[src/rtl/nibble_alu.sv]
// nibble_alu: nibble-serial operand loader feeding an add/sub/mul/mac unit,
// with the result streamed out least-significant byte first under valid/ready.
module nibble_alu #(
    parameter int unsigned WIDTH  = 16,
    parameter int unsigned ACC_EN = 1
) (
    input  logic        clock,
    input  logic        reset_n,
    input  logic [11:0] io_in,
    output logic [11:0] io_out
);
    localparam int unsigned Beats = WIDTH / 4;
    localparam int unsigned BeatW = $clog2(Beats);
    localparam int unsigned AccW  = 2 * WIDTH;
    localparam int unsigned Bytes = AccW / 8;
    localparam int unsigned ByteW = $clog2(Bytes);

    localparam logic [BeatW-1:0] LastBeat = BeatW'(Beats - 1);
    localparam logic [ByteW-1:0] LastHalf = ByteW'(WIDTH / 8 - 1);
    localparam logic [ByteW-1:0] LastFull = ByteW'(Bytes - 1);

    typedef enum logic [1:0] {StLoad, StExec, StSend} state_e;

    state_e            state_q, state_d;
    logic [BeatW-1:0]  beat_q, beat_d;
    logic [WIDTH-1:0]  a_q, a_d;
    logic [WIDTH-1:0]  b_q, b_d;
    logic [1:0]        op_q, op_d;
    logic [AccW-1:0]   acc_q, acc_d;
    logic [AccW-1:0]   res_q, res_d;
    logic              flag_q, flag_d;
    logic [ByteW-1:0]  idx_q, idx_d;
    logic [ByteW-1:0]  last_q, last_d;

    logic [3:0] a_nib, b_nib;
    logic [1:0] op_in;
    logic       in_valid, out_ready;
    logic       beat_fire, final_beat, byte_fire, final_byte;

    assign a_nib     = io_in[3:0];
    assign b_nib     = io_in[7:4];
    assign op_in     = io_in[9:8];
    assign in_valid  = io_in[10];
    assign out_ready = io_in[11];

    assign beat_fire  = (state_q == StLoad) && in_valid;
    assign final_beat = beat_fire && (beat_q == LastBeat);
    assign byte_fire  = (state_q == StSend) && out_ready;
    assign final_byte = byte_fire && (idx_q == last_q);

    logic [WIDTH:0]  add_sum, sub_diff;
    logic [AccW-1:0] prod;
    logic [AccW:0]   mac_sum;

    always_comb begin
        add_sum  = {1'b0, a_q} + {1'b0, b_q};
        sub_diff = {1'b0, a_q} - {1'b0, b_q};
        prod     = AccW'(a_q) * AccW'(b_q);
        mac_sum  = {1'b0, acc_q} + {1'b0, prod};
    end

    // State register
    always_ff @(posedge clock or negedge reset_n) begin
        if (!reset_n) begin
            state_q <= StLoad;
        end else begin
            state_q <= state_d;
        end
    end

    // Next-state logic
    always_comb begin
        state_d = state_q;
        case (state_q)
            StLoad:  if (final_beat) state_d = StExec;
            StExec:  state_d = StSend;
            StSend:  if (final_byte) state_d = StLoad;
            default: state_d = StLoad;
        endcase
    end

    // Datapath next-state
    always_comb begin
        beat_d = beat_q;
        a_d    = a_q;
        b_d    = b_q;
        op_d   = op_q;
        acc_d  = acc_q;
        res_d  = res_q;
        flag_d = flag_q;
        idx_d  = idx_q;
        last_d = last_q;
        case (state_q)
            StLoad: begin
                if (beat_fire) begin
                    a_d[{beat_q, 2'b00} +: 4] = a_nib;
                    b_d[{beat_q, 2'b00} +: 4] = b_nib;
                    beat_d = final_beat ? '0 : beat_q + BeatW'(1);
                    if (final_beat) op_d = op_in;
                end
            end
            StExec: begin
                idx_d = '0;
                case (op_q)
                    2'b00: begin
                        res_d  = AccW'(add_sum[WIDTH-1:0]);
                        flag_d = add_sum[WIDTH];
                        last_d = LastHalf;
                    end
                    2'b01: begin
                        res_d  = AccW'(sub_diff[WIDTH-1:0]);
                        flag_d = sub_diff[WIDTH];
                        last_d = LastHalf;
                    end
                    default: begin
                        res_d  = prod;
                        flag_d = 1'b0;
                        last_d = LastFull;
                        if (op_q == 2'b11 && ACC_EN != 0) begin
                            acc_d  = mac_sum[AccW-1:0];
                            res_d  = mac_sum[AccW-1:0];
                            flag_d = mac_sum[AccW];
                        end
                    end
                endcase
            end
            StSend: begin
                if (byte_fire) begin
                    idx_d = final_byte ? '0 : idx_q + ByteW'(1);
                    if (final_byte) flag_d = 1'b0;
                end
            end
            default: ;
        endcase
    end

    always_ff @(posedge clock or negedge reset_n) begin
        if (!reset_n) begin
            beat_q <= '0;
            a_q    <= '0;
            b_q    <= '0;
            op_q   <= '0;
            acc_q  <= '0;
            res_q  <= '0;
            flag_q <= 1'b0;
            idx_q  <= '0;
            last_q <= '0;
        end else begin
            beat_q <= beat_d;
            a_q    <= a_d;
            b_q    <= b_d;
            op_q   <= op_d;
            acc_q  <= acc_d;
            res_q  <= res_d;
            flag_q <= flag_d;
            idx_q  <= idx_d;
            last_q <= last_d;
        end
    end

    // Outputs decode from registers only; flag and byte are masked outside SEND
    always_comb begin
        io_out     = '0;
        io_out[10] = (state_q == StLoad);
        if (state_q == StSend) begin
            io_out[7:0] = res_q[{idx_q, 3'b000} +: 8];
            io_out[8]   = 1'b1;
            io_out[9]   = (idx_q == last_q);
            io_out[11]  = flag_q;
        end
    end

endmodule
[config.mk]
export PLATFORM = sky130hd
export DESIGN_NAME = nibble_alu
export DESIGN_NICKNAME = d
export VERILOG_FILES = /design/src/rtl/nibble_alu.sv
export SDC_FILE = /design/constraint.sdc
export NUM_CORES = 1
export LEC_CHECK = 0
export ABC_AREA = 1
export ABC_CLOCK_PERIOD_IN_PS = 6310
export BUFFER_PORTS_ARGS = -buffer_cell sky130_fd_sc_hd__buf_2
export CAP_MARGIN = 20
export CORE_MARGIN = 2
export CORE_UTILIZATION = 45
export CTS_CLUSTER_DIAMETER = 40
export DETAILED_ROUTE_END_ITERATION = 8
export GPL_TIMING_DRIVEN = 0
export PLACE_DENSITY_LB_ADDON = 0.25
export SLEW_MARGIN = 20
export SYNTH_ARGS = -nofsm -noshare
export SYNTH_HDL_FRONTEND = slang
export SYNTH_SLANG_ARGS = --single-unit
[constraint.sdc]
create_clock -name clock -period 6.31 [get_ports clock]
set_clock_uncertainty 0.2 [all_clocks]
set_input_delay 1.262 -clock clock [delete_from_list [all_inputs] [get_ports clock]]
set_output_delay 1.262 -clock clock [all_outputs]
set_load 0.05 [all_outputs]
# Word level (Yosys, flattened, before mapping)
# Cells that the tools add are included.
# op_classes
add_sub_neg	6
multipliers	1
n_eq_ne	9
shift	4
muxes	19
bitwise_logic	1
n_reduce_logical	14
# op_table
cell	count
$pmux 32 s2	1
$add 32x32->33	1
$bwmux 16	2
$mul 16x16->32	1
$mux 32	1
$shiftx 32x6->8	1
$shiftx 4x6->16	2
$add 16x16->17	1
$sub 16x16->17	1
$shift 4x6->16 const A	1
$mux 2	6
$mux 10	1
$reduce_and 3->1	3
$eq 2x2->1 const B	3
$neg 4->6	1
$pmux 2 s3	1
$reduce_and 2->1	3
$add 2x1->2 const B	2
$eq 2x1->1 const B	2
$logic_and 1x1->1	4
$logic_not 2->1	2
$mux 1	4
$ne 2x2->1 const B	2
$pmux 1 s2	2
other kinds (6)	6
# totals
reg_bits	107
in_bits	14
output_inout_bits	12
wordCells	64

# Logic depth before layout (Yosys ltp)
# logic_depth
depth_word	6
depth_mapped	41

# Worst setup path before layout
# OpenSTA, ideal clock, no wires.
# synth_timing
path_kind	register to register
startpoint	reg b_q[1]
endpoint	reg res_q[31]
setup_time_ps	117
t_arrival_ps	6431
slack_ps	-439
path_stages_with_launch	33
path_buffers	2
period_less_slack_ps	6749
path_cell_list	dfrtp_1 -> clkbuf_1 -> clkbuf_1 -> nand2_1 -> fa_1 -> fa_1 -> fa_1 -> fa_1 -> inv_1 -> fa_1 -> inv_1 -> fa_1 -> inv_1 -> ha_1 -> nand2_1 -> inv_1 -> a21oi_1 -> nand3_1 -> or2_1 -> and2_1 -> ha_1 -> nand2_1 -> inv_1 -> nand2_1 -> nand3_1 -> a21oi_1 -> nand2_1 -> nand2_1 -> nand2_1 -> nand2_1 -> nand3_1 -> nand3_1 -> nand2_1
# synth_between
elab_chain_cells	4
# synth_lines
element	line	rtl
start: declaration	27	logic [WIDTH-1:0] b_q, b_d;
start signal: assignment	141	b_q <= '0;
start signal: assignment	151	b_q <= b_d;
$mul 16x16->32 *	58	prod = AccW'(a_q) * AccW'(b_q);
$add 32x32->33	59	mac_sum = {1'b0, acc_q} + {1'b0, prod};
$mux 32 *	119	if (op_q == 2'b11 && ACC_EN != 0) begin
$pmux 32 s2 *	104	case (op_q)
end signal: assignment	154	res_q <= res_d;
end: declaration	30	logic [AccW-1:0] res_q, res_d;
# Every way passes the cells marked *; elsewhere a longest branch is shown, timed or not.
# A chain may end at the register's enable or synchronous reset.

# Worst setup path after layout
# layout_timing
startpoint	reg a_q[5]
endpoint	reg res_q[28]
# layout_between
elab_chain_cells	4
# layout_lines
element	line	rtl
start: declaration	26	logic [WIDTH-1:0] a_q, a_d;
start signal: assignment	140	a_q <= '0;
start signal: assignment	150	a_q <= a_d;
$mul 16x16->32 *	58	
$add 32x32->33	59	
$mux 32 *	119	
$pmux 32 s2 *	104	
# Marks and branches as above.

==> run_results.csv <==
group,metric,value,unit
status,status,"finished with violations",
status,violations,"setup timing",
drt,drt-wirelength-per-cell,19.24,µm
cells_and_area,final_common_cell,"nand2_1",
sta,setup_slack,-789.9,ps
clocking,cts_buffers,9,
clocking,clk_pin_slew,80,ps
synth,yosysSeqAreaShare,14.40,%
worst_setup_path,end_kind,"flip-flop",
sta,maxSlewViolCount,0,
global_route,antenna_found_initial,0,
global_route,busiest_layer,"met2",
floorplanning,dieHeight,207.3,µm
sta,post-route-period-util,112.5,%
drt,routed_wl,67.55,mm
worst_setup_path,start_kind,"flip-flop",
cells_and_area,final_cell_mix,"nand2_1 (741), inv_1 (531), fa_1 (182)",
place,gp_congestion,0.9765,
floorplanning,core_area,40830,µm²
synth,synth_cells,2796,
sta,fin_crit,7100,ps
clocking,clk_path_buf_depth,2,
floorplanning,num_rows,74,
worst_setup_path,crit_slowest_cell,"fa_2",
power_and_ir_drop,peakVddDrop,0.2826,mV
drt,drc,0,
cells_and_area,final_nets,3358,
hold_path,hold_path_class,"reg -> reg",
sta,worst_slew_pin_slew,824.2,ps
sta,hold_viol_final,0,
cells_and_area,syn_to_final_growth,27.79,%
drt,antenna_left,0,
clocking,clock_latency,390,ps
place,dpl_worst_slack,-1483,ps
floorplanning,start_util,45.55,%
global_route,grt_usage,31.12,%
floorplanning,die_w,207.3,µm
global_route,grt_pass1_vias,18846,
worst_setup_path,critPathMaxStageDelay,620,ps
synth,synth_edf_count,0,
place,hpwlAfterDp,50.97,mm
cells_and_area,final_cells,3511,
sta,setup_viol,41,
clocking,cts.sinks,107,
worst_setup_path,cp_data_arrival_time,7180,ps
sta,relSlewSlack,44.85,%
drt,first_pass_iters,7,
floorplanning,boundaryPins,26,
sta,holdWs,278.1,ps
power_and_ir_drop,p_per_area,473.0,nW/µm²
place,dp_cells,3354,
place,portBuffers,25,
global_route,use_met3,5.431,%
run,drv_cap,0,
cells_and_area,fillers,3673,
global_route,grt_start_max_net_pins,75,
sta,tns,-22980,ps
cells_and_area,drive_gt1_share,25.11,%
global_route,use_met1,39.98,%
synth,synthDistinctLibCells,43,
clocking,ctsHoldBuffers,0,
place,placed_area,19810,µm²
clocking,clock-root-buffer,"clkbuf_16",
cells_and_area,design_area,23770,µm²
synth,ys_ff_latch,107,
worst_setup_path,critPathMaxFanout,4,
synth,syn_area,18600,µm²
power_and_ir_drop,finalPower,11.24,mW
power_and_ir_drop,p_leak,13.42,nW
sta,grt_setup_unrepaired,"true",
clocking,cts_tree,"built",
synth,synth_flop_cell,"dfrtp_1",
floorplanning,dieArea,42970,µm²
worst_setup_path,critPathKind,"reg -> reg",
synth,ys_warn_count,0,
global_route,overflow,0,
global_route,met2_usage,50.54,%
cells_and_area,antenna_cells,0,
cells_and_area,final_util,58.21,%
synth,async_reset_ff_share,100.0,%
sta,clock.fmax,0.1408,GHz
worst_setup_path,cp.required,6390,ps
clocking,cts_max_level,3,
synth,syn_area_per_cell,6.652,µm²
drt,vias_per_cell,5.338,
drt,vias,18740,
global_route,grt_pass1_wl,103.8,mm
synth,syn_nets,3180,
drt,initialDrtViolationCount,1733,
## report_power, final
part | internal [mW] | switching (mW) | total (mW)
clock network | 0.277 | 0.315 | 0.592
logic | 3.75 | 5.70 | 9.45
registers | 0.954 | 0.245 | 1.20
total | 4.98 | 6.26 | 11.2
## state kept, by name, summed over array words and instances, names as in the netlist
| register | count |
|---|---|
| a_q | 16 |
| acc_q | 32 |
| b_q | 16 |
| beat_q | 2 |
| flag_q | 1 |
| idx_q | 2 |
| last_q | 2 |
| op_q | 2 |
| res_q | 32 |
| state_q | 2 |
## critical path: cells and delay by family (launching register included)
| kind | cells | cell delay [ps] |
|---|---|---|
| adder cells (fa/ha/maj) | 8 | 3750 |
| AND/OR/NAND/NOR | 19 | 1690 |
| buffers and inverters | 9 | 740 |
| flip-flops | 1 | 420 |
| AO/OA/AOI/OAI | 1 | 180 |
## area by class of cell
| class | count | area [µm²] | share of cell area, % |
|---|---|---|---|
| inverter | 618 | 2335 | 9.824 |
| sequential | 107 | 2685 | 11.30 |
| buffer | 100 | 1182 | 4.975 |
| tap | 532 | 665.6 | 2.801 |
| clock inverter | 6 | 58.81 | 0.2474 |
| multi-input combinational | 1970 | 15260 | 64.20 |
| clock buffer | 10 | 229.0 | 0.9634 |
| timing repair buffer | 168 | 1353 | 5.691 |
## layer usage
metal / routed length [µm] / vias up
met4: 3989 / 0
met1: 27200 / 8992
met2: 31170 / 750
met5: 0 / -
li1: - / 8798
met3: 5194 / 200
## worst paths after layout
kind,endpoint,slack [ps],cells past startpoint,from
setup reg to reg,res_q[28]$_DFFE_PN0P_,-790,37,a_q[5]$_DFFE_PN0P_
hold reg to reg,res_q[21]$_DFFE_PN0P_,280,2,res_q[21]$_DFFE_PN0P_
max in group asynchronous,res_q[17]$_DFFE_PN0P_,4620,2,reset_n
setup / recovery,res_q[28]$_DFFE_PN0P_,-790,37,a_q[5]$_DFFE_PN0P_
min in group asynchronous,b_q[9]$_DFFE_PN0P_,570,1,reset_n
hold / removal,res_q[21]$_DFFE_PN0P_,280,2,res_q[21]$_DFFE_PN0P_
## kinds of logic after synthesis
group                      after synthesis  synth area share, %
and+or+nand+nor                       1339                29.84
buffers and inverters                  719                14.77
adders and majority gates              370                32.84
AOI/OAI and AO/OA                      245                7.347
DFF                                    107                14.40
xor gates and xnor gates                16               0.7939
## synth_stat cells (all sizes together) (4+ instances only)
| cell | count | area (µm²) |
|---|---|---|
| nand3b | 7 | 52.55 |
| xnor2 | 7 | 68.82 |
| clkbuf | 76 | 285.3 |
| a21boi | 4 | 30.03 |
| inv | 613 | 2301 |
| and2 | 10 | 65.06 |
| clkinv | 5 | 18.77 |
| nor2 | 169 | 671.9 |
| nand3 | 196 | 1011 |
| nand2 | 908 | 3448 |
| fa | 197 | 3944 |
| o31ai | 16 | 120.1 |
| a31oi | 9 | 56.30 |
| dfrtp | 107 | 2678 |
| buf | 25 | 142.6 |
| nand4 | 16 | 100.1 |
| or2 | 7 | 43.79 |
| a21oi | 112 | 586.8 |
| nor3 | 22 | 125.1 |
| xor2 | 9 | 78.83 |
| ha | 173 | 2165 |
| o21bai | 12 | 90.09 |
| o21ai | 84 | 420.4 |
## what timing repair did
action,in CTS,in global routing
gates resized for setup,401,253
setup endpoints to repair,48,47
pin swaps,111,170
buffers inserted,101,41
endpoints found under the hold margin,0,0
(Power assumes the default switching activity.)
